$ cat src/rtl/alu_pkg.sv
// Shared types and constants for the ALU result path.
// Used by the result buffer and the flag generator.
package alu_pkg;
  localparam int ALU_W = 32;

  typedef logic [2:0] op_t;

  typedef struct packed {
    logic [ALU_W:0] res;
    op_t            op;
    logic           z;
    logic           c;
    logic           n;
  } alu_entry_t;

  localparam op_t OP_SEL0 = 3'b000;
  localparam op_t OP_SEL1 = 3'b001;
  localparam op_t OP_SEL2 = 3'b010;
  localparam op_t OP_SEL3 = 3'b011;
  localparam op_t OP_SEL4 = 3'b100;
  localparam op_t OP_SEL5 = 3'b101;
  localparam op_t OP_SEL6 = 3'b110;
  localparam op_t OP_SEL7 = 3'b111;
endpackage

$ cat src/rtl/alu_flag_gen.sv
// Combinational status flags from a carry-extended ALU result.
// Zero looks only at the data bits; the carry bit is excluded.
module alu_flag_gen
  import alu_pkg::*;
#(
  parameter int DATA_W = ALU_W
) (
  input  logic [DATA_W:0] i_res,
  output logic            o_z,
  output logic            o_c,
  output logic            o_n
);
  assign o_z = (i_res[DATA_W-1:0] == '0);
  assign o_c = i_res[DATA_W];
  assign o_n = i_res[DATA_W-1];
endmodule

$ cat src/rtl/alu_res_buffer.sv
// ALU result FIFO with flags and valid/ready output handshake.
// Optional push/carry statistics counters under ALU_RES_STATS_EN.
module alu_res_buffer
  import alu_pkg::*;
#(
  parameter int DATA_W = ALU_W,
  parameter int DEPTH  = 4
) (
  input  logic                     clk,
  input  logic                     rst,
  input  logic                     in_valid,
  output logic                     in_ready,
  input  logic [DATA_W:0]          res,
  input  logic                     s2,
  input  logic                     s1,
  input  logic                     s0,
  output logic                     out_valid,
  input  logic                     out_ready,
  output logic [DATA_W:0]          out_res,
  output logic [2:0]               out_op,
  output logic                     out_z,
  output logic                     out_c,
  output logic                     out_n,
  output logic [$clog2(DEPTH):0]   count
`ifdef ALU_RES_STATS_EN
  ,
  output logic [15:0]              carry_cnt,
  output logic [15:0]              push_cnt
`endif
);
  localparam int PTR_W = $clog2(DEPTH);
  localparam int CNT_W = PTR_W + 1;

  typedef struct packed {
    logic [DATA_W:0] res;
    op_t             op;
    logic            z;
    logic            c;
    logic            n;
  } entry_t;

  entry_t           r_mem [DEPTH];
  logic [PTR_W-1:0] r_wr_ptr;
  logic [PTR_W-1:0] r_rd_ptr;
  logic [CNT_W-1:0] r_count;

  logic            w_push;
  logic            w_pop;
  logic [DATA_W:0] w_res;
  logic            w_z;
  logic            w_c;
  logic            w_n;
  entry_t          w_head;

  assign in_ready  = (r_count != CNT_W'(DEPTH));
  assign out_valid = (r_count != '0);
  assign w_push    = in_valid & in_ready;
  assign w_pop     = out_valid & out_ready;

  // Idle-cycle X on res must never reach the flag logic.
  assign w_res = in_valid ? res : '0;

  alu_flag_gen #(.DATA_W(DATA_W)) u_flag_gen (
    .i_res (w_res),
    .o_z   (w_z),
    .o_c   (w_c),
    .o_n   (w_n)
  );

  always_ff @(posedge clk) begin
    if (rst) begin
      r_wr_ptr <= '0;
      r_rd_ptr <= '0;
      r_count  <= '0;
    end else begin
      if (w_push) r_wr_ptr <= r_wr_ptr + PTR_W'(1);
      if (w_pop)  r_rd_ptr <= r_rd_ptr + PTR_W'(1);
      case ({w_push, w_pop})
        2'b10:   r_count <= r_count + CNT_W'(1);
        2'b01:   r_count <= r_count - CNT_W'(1);
        default: r_count <= r_count;
      endcase
    end
  end

  // Storage is never cleared; occupancy alone decides what is visible.
  always_ff @(posedge clk) begin
    if (w_push && !rst) begin
      r_mem[r_wr_ptr] <= '{res: w_res, op: {s2, s1, s0}, z: w_z, c: w_c, n: w_n};
    end
  end

  assign w_head  = r_mem[r_rd_ptr];
  assign out_res = out_valid ? w_head.res : '0;
  assign out_op  = out_valid ? w_head.op  : '0;
  assign out_z   = out_valid & w_head.z;
  assign out_c   = out_valid & w_head.c;
  assign out_n   = out_valid & w_head.n;
  assign count   = r_count;

`ifdef ALU_RES_STATS_EN
  logic [15:0] r_carry_cnt;
  logic [15:0] r_push_cnt;

  always_ff @(posedge clk) begin
    if (rst) begin
      r_carry_cnt <= '0;
      r_push_cnt  <= '0;
    end else if (w_push) begin
      r_push_cnt <= r_push_cnt + 16'd1;
      if (w_c && (r_carry_cnt != 16'hFFFF)) r_carry_cnt <= r_carry_cnt + 16'd1;
    end
  end

  assign carry_cnt = r_carry_cnt;
  assign push_cnt  = r_push_cnt;
`endif
endmodule

$ cat config.mk
export PLATFORM = sky130hd
export DESIGN_NAME = alu_res_buffer
export DESIGN_NICKNAME = d
export VERILOG_FILES = /design/src/rtl/alu_pkg.sv /design/src/rtl/alu_flag_gen.sv /design/src/rtl/alu_res_buffer.sv
export SDC_FILE = /design/constraint.sdc
export NUM_CORES = 1
export LEC_CHECK = 0
export CAP_MARGIN = 25
export CORE_MARGIN = 2
export CORE_UTILIZATION = 47
export DETAILED_ROUTE_END_ITERATION = 12
export PLACE_DENSITY_LB_ADDON = 0.25
export SETUP_SLACK_MARGIN = 0.5
export SLEW_MARGIN = 20
export SYNTH_ARGS = -nofsm -noshare
export SYNTH_HDL_FRONTEND = slang
export SYNTH_SLANG_ARGS = --single-unit
$ cat constraint.sdc
create_clock -name clk -period 6.83 [get_ports clk]
set_input_delay 1.366 -clock clk [delete_from_list [all_inputs] [get_ports clk]]
set_output_delay 1.366 -clock clk [all_outputs]
set_load 0.05 [all_outputs]
==> metrics.md, run 1 <==
| Metric | Value |
|---|---|
| Synth top area share | `69.39%` |
| R2R Setup Slk | `4.56 ns` |
| Worst r2r path cells | `9` |
| Slew HR | `30.78%` |
| Met2 WL | `6.198 mm` |
| GP Congestion | `0.6696` |
| CP Capture Type | `primary output` |
| Pleak | `2.570 nW` |
| CTS buffer count | `17` |
| Post-CTS Setup Bufs | `0` |
| Post-synth EDFFs | `148` |
| Critical Path RT | `5.46 ns` |
| Starting Density | `48.17%` |
| Pint | `0.002111 W` |
| Worst vdd ir | `0.0002635 V` |
| Total routed wirelength | `11.98 mm` |
| Yosys warns | `0` |
| Sequential share of power | `34.9%` |
| Horiz. Die Dim | `120.7 um` |
| Crit path kind | `flip-flop to primary output` |
| Met3 routed WL | `508 um` |
| First-pass GRT wire length | `18.37 mm` |
| Fin crit share | `64.21%` |
| Cell taking the most area after synthesis | `edfxtp_1` |
| Worst-Margin Slew | `1.038 ns` |
| Worst-Skew Late Latency | `0.42 ns` |
| PwrDens | `420.1 mW/mm2` |
| Fin. Hold Viols | `0` |
| CTS tree | `built` |
| Final Net Count | `475` |
| CTS Buffer Depth | `2` |
| Clk pwr share | `25.3%` |
| Port Buffers | `83` |
| Drt initial violations | `234` |
| Initial antenna violation count | `0` |
| Sequential area share after synthesis | `72.20%` |
| Dpl cells | `583` |
| Syn nets | `385` |
| Total number of vias | `3249` |
| Clk sinks | `157` |
| Layout cells sized above 1 | `18.55%` |
| Worst Skew | `0.01481 ns` |
| Critical R2R Capture | `count[2]` |
| Critical Path Fanout Max | `28` |
| Run status | `complete, no violations` |
| Vias per cell | `5.257` |
| Most used DFF post-synth | `edfxtp_1` |
| I/O Pins | `84` |
| Max Used Layer | `met4` |
| # rows | `42` |
| Setup_tns | `0 ns` |
| Final Core Density | `60.04%` |
| Total power | `0.003354 W` |
| Syn_area_per_cell | `18.89 um2` |
| Root Driver | `clkbuf_16` |
| DPL Wire Length | `7.017 mm` |
| # H-tree levels | `4` |
| Max-slew violations | `0` |
| Comb pwr share | `39.7%` |
| Max cap viols | `0` |
| Synth Register Bits | `157` |
| RSZ-0062 raised after global routing | `no` |
| Synth Instances | `339` |
| Sw frac | `37.07%` |
| Core ar. | `0.01330 mm2` |
| Vias in the first global route | `3386` |
| Reg-to-reg startpoint | `count[2]` |
| All-Layer GR Usage | `17.41%` |
| M1 wire length | `5.185 mm` |
| Design area | `0.007983 mm2` |
| Post-detailed-route DRC marker count | `0` |
| Most common cell after layout, fill and taps aside | `edfxtp_1` |
| Synth-to-layout area growth | `24.63%` |
| Final ANT Viol Nets | `0` |
| Ant diodes | `0` |
| Worst min-delay path class | `flip-flop to flip-flop` |
| Routed len/inst | `19.39 um` |
| Grt ovf | `0` |
| Startpoint types | `flip-flop` |
| Asr flop ratio synth | `0%` |
| Number of gates resized after CTS | `0` |
| Minimum clock period | `4.385 ns` |
| Peak Freq | `0.2280 GHz` |
| Die Area | `0.01458 mm2` |
| Die Y | `120.7 um` |
| Synthesized cell area | `0.006405 mm2` |
| Final setup viols | `0` |
| NetSw | `0.001243 W` |
| Critical path endpoint | `out_res[28]` |
| Largest net degree at the start of global routing | `39` |
| Top cells by area, synth | `edfxtp_1 69%, mux4_2 13%, and2_1 3.6%` |
| Finished Layout Cells | `618` |
| Synth cell types | `30` |
| Most frequent cells in the layout | `148 x edfxtp_1, 83 x clkdlybuf4s50_1, 37 x mux4_2` |
| Clk slew on worst S/H paths | `0.06 ns` |
| Hold-fix buffers at CTS | `0` |
| Dpl cell area | `0.007377 mm2` |
| DR pass1 iterations | `5` |
| Critical Path AT | `3.02 ns` |
-- synth_stat cells, types with 2 or more instances --
library cell    n
o21ai_0         4
nand3_1         2
nor3_1          2
mux4_2         37
xor2_1          4
clkbuf_1        7
buf_12          3
nand4_1         2
buf_2           4
nor2b_1        36
dfxtp_1         9
edfxtp_1      148
a21oi_1         4
nor4_1          8
nor2_1          6
buf_4           2
inv_1           8
ha_1            5
and2_1         37
-- power by group through the flow --
stage          Combinational [W]  Sequential [W]  Clock, W
5_1_grt                  0.00141         0.00118  0.000908
6_report                 0.00133         0.00117  0.000850
3_3_place_gp             0.00133         0.00119         0
4_1_cts                  0.00135         0.00117  0.000864
3_5_place_dp             0.00134         0.00119         0
2_1_floorplan           0.000977         0.00118         0
-- critical path, cell delays in order (launching register included) --
cell	delay, ns
dfxtp_2	0.54
buf_4	0.58
mux4_2	0.61
nor2b_1	0.15
clkdlybuf4s50_1	0.71
-- worst min-delay path by stage --
stage,start,endpoint,slack (ns),cells past startpoint
3_5_place_dp,r_rd_ptr[1],flip-flop,0.52,2
5_1_grt,r_wr_ptr[1],r_wr_ptr[1],0.56,2
2_1_floorplan,r_wr_ptr[0],r_wr_ptr[0],0.48,2
6_report,r_rd_ptr[1],flip-flop,0.53,2
3_3_place_gp,r_wr_ptr[0],r_wr_ptr[0],0.49,2
4_1_cts,r_wr_ptr[0],r_wr_ptr[0],0.53,2
-- metrics by stage --
| stage | hold WS, ns | worst slack [ns] |
|---|---|---|
| final | 0.5278 | 2.445 |
| after detailed placement | 0.5177 | 2.772 |
| after global routing | 0.5590 | 2.222 |
| after global placement | 0.4940 | 2.796 |
| after CTS | 0.5290 | 2.334 |
| after floorplan | 0.4837 | 3.271 |
-- state kept, by name, summed over array words and instances, names as in the netlist, named ones only --
register  cells
r_mem       148
r_wr_ptr      2
r_rd_ptr      2
count         3
-- cells by family after synthesis --
group / after synthesis / synth area share (%)
AO/OA/AOI/OAI: 10 / 0.8792
XOR/XNOR: 4 / 0.5469
adder cells (fa/ha/maj): 6 / 1.289
buffers and inverters: 28 / 2.735
flip-flops: 157 / 72.20
multiplexers: 37 / 13.01
AND/OR/NAND/NOR: 97 / 9.338
-- layout make-up --
type                       instances  area, um2
tap                              176      220.2
fill                             969       5313
multi-input combinational        154       1615
inverter                           9      33.78
clock inverter                    11      97.59
clock buffer                      21      440.4
sequential                       157       4627
timing repair buffer              90      948.4
-- metal layers --
| metal | up-vias | GRT usage [%] |
|---|---|---|
| met1 | 1658 | 22.58 |
| met5 | - | 0 |
| met2 | 88 | 28.95 |
| met3 | 7 | 4.811 |
| li1 | 1496 | - |
| met4 | 0 | 5.015 |
(Power assumes the default switching activity.)
==> run 2: changes to the inputs <==
==> constraint.sdc (replaced) <==
create_clock -name clk -period 4.6 [get_ports clk]
set_input_delay 0.92 -clock clk [delete_from_list [all_inputs] [get_ports clk]]
set_output_delay 0.92 -clock clk [all_outputs]
set_load 0.05 [all_outputs]
==> run 2 against run 1 <==
  * Register-to-register slack worse by 2.2 ns
  * Cell area is 0.17% lower
  * Sequential power is 49% higher
  * Clock skew is 0.0053 ns lower
==> metrics.md, run 2 (same netlist as run 1, synthesis figures left out) <==
| Metric | Value |
|---|---|
| Run status | `complete, no violations (unchanged)` |
| Vias in the first global route | `3383 (was 3386)` |
| Starting Density | `48.17% (unchanged)` |
| Die Area | `0.01458 mm2 (unchanged)` |
| Worst r2r path cells | `9 (unchanged)` |
| Worst-Skew Late Latency | `0.41 ns (was 0.42 ns)` |
| Horiz. Die Dim | `120.7 um (unchanged)` |
| Core ar. | `0.01330 mm2 (unchanged)` |
| Root Driver | `clkbuf_16 (unchanged)` |
| Total routed wirelength | `11.90 mm (was 11.98 mm)` |
| Final Net Count | `479 (was 475)` |
| Worst min-delay path class | `flip-flop to flip-flop (unchanged)` |
| Final Core Density | `59.94% (was 60.04%)` |
| CTS tree | `built (unchanged)` |
| Worst-Margin Slew | `0.8202 ns (was 1.038 ns)` |
| Finished Layout Cells | `622 (was 618)` |
| Layout cells sized above 1 | `19.51% (was 18.55%)` |
| Worst Skew | `0.009506 ns (was 0.01481 ns)` |
| Critical Path RT | `3.68 ns (was 5.46 ns)` |
| Largest net degree at the start of global routing | `39 (unchanged)` |
| Die Y | `120.7 um (unchanged)` |
| Ant diodes | `0 (unchanged)` |
| Clk pwr share | `25.4% (was 25.3%)` |
| Critical Path Fanout Max | `25 (was 28)` |
| Hold-fix buffers at CTS | `0 (unchanged)` |
| Final setup viols | `0 (unchanged)` |
| Crit path kind | `flip-flop to primary output (unchanged)` |
| Slew HR | `45.32% (was 30.78%)` |
| DR pass1 iterations | `4 (was 5)` |
| Pint | `0.003155 W (was 0.002111 W)` |
| Max cap viols | `0 (unchanged)` |
| Sequential share of power | `34.9% (about the same)` |
| Comb pwr share | `39.7% (about the same)` |
| Most common cell after layout, fill and taps aside | `edfxtp_1 (unchanged)` |
| Most frequent cells in the layout | `148 x edfxtp_1, 83 x clkdlybuf4s50_1, 37 x mux4_2 (unchanged)` |
| Initial antenna violation count | `0 (unchanged)` |
| Sw frac | `36.82% (was 37.07%)` |
| Routed len/inst | `19.13 um (was 19.39 um)` |
| Largest register FFs | `148 (unchanged)` |
| Worst slack at placement | `1.237 ns (was 2.772 ns)` |
| Total number of vias | `3287 (was 3249)` |
| Number of gates resized after CTS | `0 (unchanged)` |
| Critical R2R Capture | `count[2] (unchanged)` |
| CTS Buffer Depth | `2 (unchanged)` |
| Fin. Hold Viols | `0 (unchanged)` |
| Minimum clock period | `3.729 ns` |
| CP Capture Type | `primary output (unchanged)` |
| Startpoint types | `flip-flop (unchanged)` |
| NetSw | `0.001838 W (was 0.001243 W)` |
| Critical Path AT | `2.81 ns (was 3.02 ns)` |
| Setup_tns | `0 ns (unchanged)` |
| First-pass GRT wire length | `18.64 mm (was 18.37 mm)` |
| Largest Register | `r_mem (unchanged)` |
| I/O Pins | `84 (unchanged)` |
| GP Congestion | `0.7193 (was 0.6696)` |
| RSZ-0062 raised after global routing | `no (unchanged)` |
| Vias per cell | `5.285 (was 5.257)` |
| Port Buffers | `83 (unchanged)` |
| Post-CTS Setup Bufs | `0 (unchanged)` |
| Final setup margin | `0.8710 ns (was 2.445 ns)` |
| Post-detailed-route DRC marker count | `0 (unchanged)` |
| Clk sinks | `157 (unchanged)` |
| Fin crit share | `81.07%` |
| R2R Setup Slk | `2.33 ns (was 4.56 ns)` |
| Drt initial violations | `287 (was 234)` |
| Clk slew on worst S/H paths | `0.06 ns (about the same)` |
| Total power | `0.004993 W (was 0.003354 W)` |
| All-Layer GR Usage | `17.55% (was 17.41%)` |
| Synth-to-layout area growth | `24.42% (was 24.63%)` |
| DPL Wire Length | `7.382 mm (was 7.017 mm)` |
| Max-slew violations | `0 (unchanged)` |
| Pleak | `2.579 nW (was 2.570 nW)` |
| Peak Freq | `0.2682 GHz` |
| Reg-to-reg startpoint | `count[2] (unchanged)` |
| Worst vdd ir | `0.0003796 V (was 0.0002635 V)` |
| PwrDens | `626.6 mW/mm2 (was 420.1 mW/mm2)` |
| Grt ovf | `0 (unchanged)` |
| Final ANT Viol Nets | `0 (unchanged)` |
| # H-tree levels | `4 (unchanged)` |
| Min-delay src | `r_rd_ptr[1] (unchanged)` |
| # rows | `42 (unchanged)` |
| Hold Path Depth | `2 (unchanged)` |
| CTS buffer count | `17 (unchanged)` |
| Dpl cells | `590 (was 583)` |
-- run 2: metal layers --
| layer | GRT usage (%) | vias to the layer above | routed length, um | share of wire (%) |
|---|---|---|---|---|
| met5 | 0 | - | 0 | 0 |
| met3 | 4.528 | 9 | 459 | 3.9 |
| met1 | 23.33 | 1692 | 5208 | 44 |
| met4 | 4.797 | 0 | 104 | 0.87 |
| li1 | - | 1506 | - | - |
| met2 | 28.99 | 80 | 6126 | 51 |
-- run 2: worst max-delay path by stage --
stage	cells after the start	to	startpoint	slack, ns
2_1_floorplan	4	out_res[31]	count[1]	1.49
3_3_place_gp	4	out_res[0]	flip-flop	1.26
3_5_place_dp	4	out_res[32]	flip-flop	1.24
4_1_cts	4	out_res[32]	flip-flop	0.79
5_1_grt	4	out_res[0]	flip-flop	0.70
6_report	4	out_res[0]	flip-flop	0.87
-- run 2: per-stage QoR --
stage / hold WS [ns] / instance area (um2)
4_1_cts: 0.5281 / 7969
5_1_grt: 0.5641 / 7969
3_5_place_dp: 0.5121 / 7422
2_1_floorplan: 0.4837 / 6405
6_report: 0.5331 / 7969
3_3_place_gp: 0.5057 / 7422
-- run 2: worst max-delay path, stage by stage (launching register included) --
cell and delay (ns):
dfxtp_2 0.64, buf_12 0.30, mux4_2 0.54, nor2b_1 0.17
clkdlybuf4s50_1 0.73
-- run 2: cell type report --
cell class	count	area [um2]
fillers	972	5326
flip-flops and latches	157	4627
multi-input cells	154	1615
repair buffers	94	925.9
clock buffers	21	450.4
well taps	176	220.2
clock inverters	11	96.34
inverters	9	33.78
-- run 2: power by group through the flow --
| stage | clock [W] | combinational [W] | sequential (W) |
|---|---|---|---|
| after global routing | 0.00136 | 0.00209 | 0.00176 |
| final | 0.00127 | 0.00198 | 0.00174 |
| after CTS | 0.00129 | 0.00202 | 0.00175 |
| after floorplan | 0 | 0.00145 | 0.00175 |
| after detailed placement | 0 | 0.00201 | 0.00178 |
| after global placement | 0 | 0.00200 | 0.00177 |
==> run 3: changes to the inputs <==
==> constraint.sdc (replaced) <==
create_clock -name clk -period 3.3 [get_ports clk]
set_input_delay 0.66 -clock clk [delete_from_list [all_inputs] [get_ports clk]]
set_output_delay 0.66 -clock clk [all_outputs]
set_load 0.05 [all_outputs]
==> run 3 against run 2 <==
  * Non-clock buffer count is 5 higher
  * Cell count is 0.80% higher
  * Clock-buffer cell count is 1 lower
  * Flip-flop and latch count stayed put
==> metrics.md, run 3 (same netlist as run 1, synthesis figures left out) <==
| Metric | Value |
|---|---|
| DR pass1 iterations | `5 (was 4)` |
| Clk sinks | `157 (unchanged)` |
| Most common cell after layout, fill and taps aside | `edfxtp_1 (unchanged)` |
| Sequential Area | `0.004629 mm2 (was 0.004627 mm2)` |
| Final Core Density | `60.72% (was 59.94%)` |
| Horiz. Die Dim | `120.7 um (unchanged)` |
| Critical Path RT | `2.64 ns (was 3.68 ns)` |
| Final setup viols | `0 (unchanged)` |
| RSZ-0062 raised after global routing | `no (unchanged)` |
| Worst-Margin Slew | `0.5357 ns (was 0.8202 ns)` |
| Worst-Skew Late Latency | `0.41 ns (about the same)` |
| Die Area | `0.01458 mm2 (unchanged)` |
| Most frequent cells in the layout | `148 x edfxtp_1, 43 x clkdlybuf4s50_1, 37 x mux4_2 (was 148 x edfxtp_1, 83 x clkdlybuf4s50_1, 37 x mux4_2)` |
| Ant diodes | `0 (unchanged)` |
| Worst Skew | `0.009773 ns (was 0.009506 ns)` |
| Grt ovf | `0 (unchanged)` |
| Starting Density | `48.17% (unchanged)` |
| Setup_tns | `0 ns (unchanged)` |
| Die Y | `120.7 um (unchanged)` |
| Critical Path AT | `2.05 ns (was 2.81 ns)` |
| Peak Freq | `0.3684 GHz` |
| CTS buffer count | `17 (unchanged)` |
| Clk slew on worst S/H paths | `0.06 ns (about the same)` |
| Core ar. | `0.01330 mm2 (unchanged)` |
| Crit path kind | `flip-flop to primary output (unchanged)` |
| I/O Pins | `84 (unchanged)` |
| # H-tree levels | `4 (unchanged)` |
| Post-detailed-route DRC marker count | `0 (unchanged)` |
| Port Buffers | `83 (unchanged)` |
| Max cap viols | `0 (unchanged)` |
| Total number of vias | `3333 (was 3287)` |
| Worst min-delay path class | `flip-flop to flip-flop (unchanged)` |
| Vias per cell | `5.316 (was 5.285)` |
| CTS tree | `built (unchanged)` |
| Synth-to-layout area growth | `26.04% (was 24.42%)` |
| Fin. Hold Viols | `0 (unchanged)` |
| # rows | `42 (unchanged)` |
| Initial antenna violation count | `0 (unchanged)` |
| Vias in the first global route | `3444 (was 3383)` |
| # fillers | `964 (was 972)` |
| Layout cells sized above 1 | `28.38% (was 19.51%)` |
| DPL Wire Length | `6.989 mm (was 7.382 mm)` |
| Multi-input gate area | `0.001618 mm2 (was 0.001615 mm2)` |
| First-pass GRT wire length | `18.29 mm (was 18.64 mm)` |
| Routed len/inst | `18.78 um (was 19.13 um)` |
| Fin crit share | `82.25%` |
| Startpoint types | `flip-flop (unchanged)` |
| Largest register FFs | `148 (unchanged)` |
| All-Layer GR Usage | `17.16% (was 17.55%)` |
| Final Net Count | `484 (was 479)` |
| Drt initial violations | `195 (was 287)` |
| Slew HR | `63.96% (was 45.32%)` |
| Critical Path Fanout Max | `17 (was 25)` |
| Run status | `complete, no violations (unchanged)` |
| GP Congestion | `0.7339 (was 0.7193)` |
| Max-slew violations | `0 (unchanged)` |
| Root Driver | `clkbuf_16 (unchanged)` |
| PwrDens | `879.1 mW/mm2 (was 626.6 mW/mm2)` |
| Final ANT Viol Nets | `0 (unchanged)` |
| Total routed wirelength | `11.77 mm (was 11.90 mm)` |
| Largest net degree at the start of global routing | `39 (unchanged)` |
| Largest Register | `r_mem (unchanged)` |
| Minimum clock period | `2.714 ns` |
| CTS Buffer Depth | `2 (unchanged)` |
| Pleak | `2.710 nW (was 2.579 nW)` |
| Worst vdd ir | `0.0005317 V (was 0.0003796 V)` |
| CP Capture Type | `primary output (unchanged)` |
| Hold-fix buffers at CTS | `0 (unchanged)` |
-- run 3: cell count changes in the layout (fill, tap and decap cells not counted), moves of 2 or more --
| cell | change |
|---|---|
| buf_2 | +5 |
| clkdlybuf4s50_1 | -40 |
| buf_4 | +17 |
| clkdlybuf4s15_2 | +12 |
| clkinv_1 | +2 |
| bufinv_16 | +2 |
| dlygate4sd2_1 | +2 |
| clkinv_2 | -2 |
| buf_12 | +7 |
-- run 3: final cells by class --
class | instances | share of cell area, %
timing repair buffer | 99 | 12.24
sequential | 157 | 57.35
clock buffer | 20 | 5.409
tap | 176 | 2.728
multi-input combinational | 154 | 20.04
inverter | 9 | 0.4185
clock inverter | 12 | 1.813
-- run 3: final timing paths --
path	to	from	slack [ns]	depth (start not counted)
hold / removal	r_wr_ptr[1]	r_wr_ptr[1]	0.54	2
setup / recovery	out_res[18]	flip-flop	0.59	4
hold reg to reg	r_wr_ptr[1]	r_wr_ptr[1]	0.54	2
setup reg to reg	count[2]	count[2]	1.06	9
-- run 3: power breakdown --
part	switching [W]	internal, W
combinational	0.00179	0.00102
clock	0.000712	0.00118
sequential	0.0000844	0.00231
-- run 3: worst max-delay path: stages, from the launching register on --
cell and delay, ns:
dfxtp_4 0.45, buf_12 0.20, mux4_2 0.49, nor2b_1 0.15, clkdlybuf4s15_2 0.35
-- run 3: metrics by stage --
step | power, W | hold slack (ns) | cells | cell area [um2] | setup WS (ns)
final | 0.007097 | 0.5362 | 627 | 8073 | 0.5857
after global routing | 0.007385 | 0.5793 | 627 | 8073 | 0.5062
after CTS | 0.007152 | 0.5269 | 621 | 8060 | 0.4260
after detailed placement | 0.005308 | 0.5187 | 589 | 7457 | 0.5115
after global placement | 0.005282 | 0.5015 | 589 | 7457 | 0.5208
after floorplan | 0.004468 | 0.4837 | 339 | 6407 | 0.5245
-- run 3: what timing repair did --
action | 4_1_cts | 5_1_grt
gates resized for setup | 55 | 13
endpoints found under the setup margin | 20 | 14
gates cloned | 0 | 0
buffers inserted | 0 | 6
-- run 3: layer usage --
metal  global-route usage [%]  up-vias  wire length (um)
li1                         -     1513                 -
met1                    22.50     1703              4786
met2                    27.75      101              6135
met3                    4.245       16               645
met4                    6.904        0               208
met5                        0        -                 0
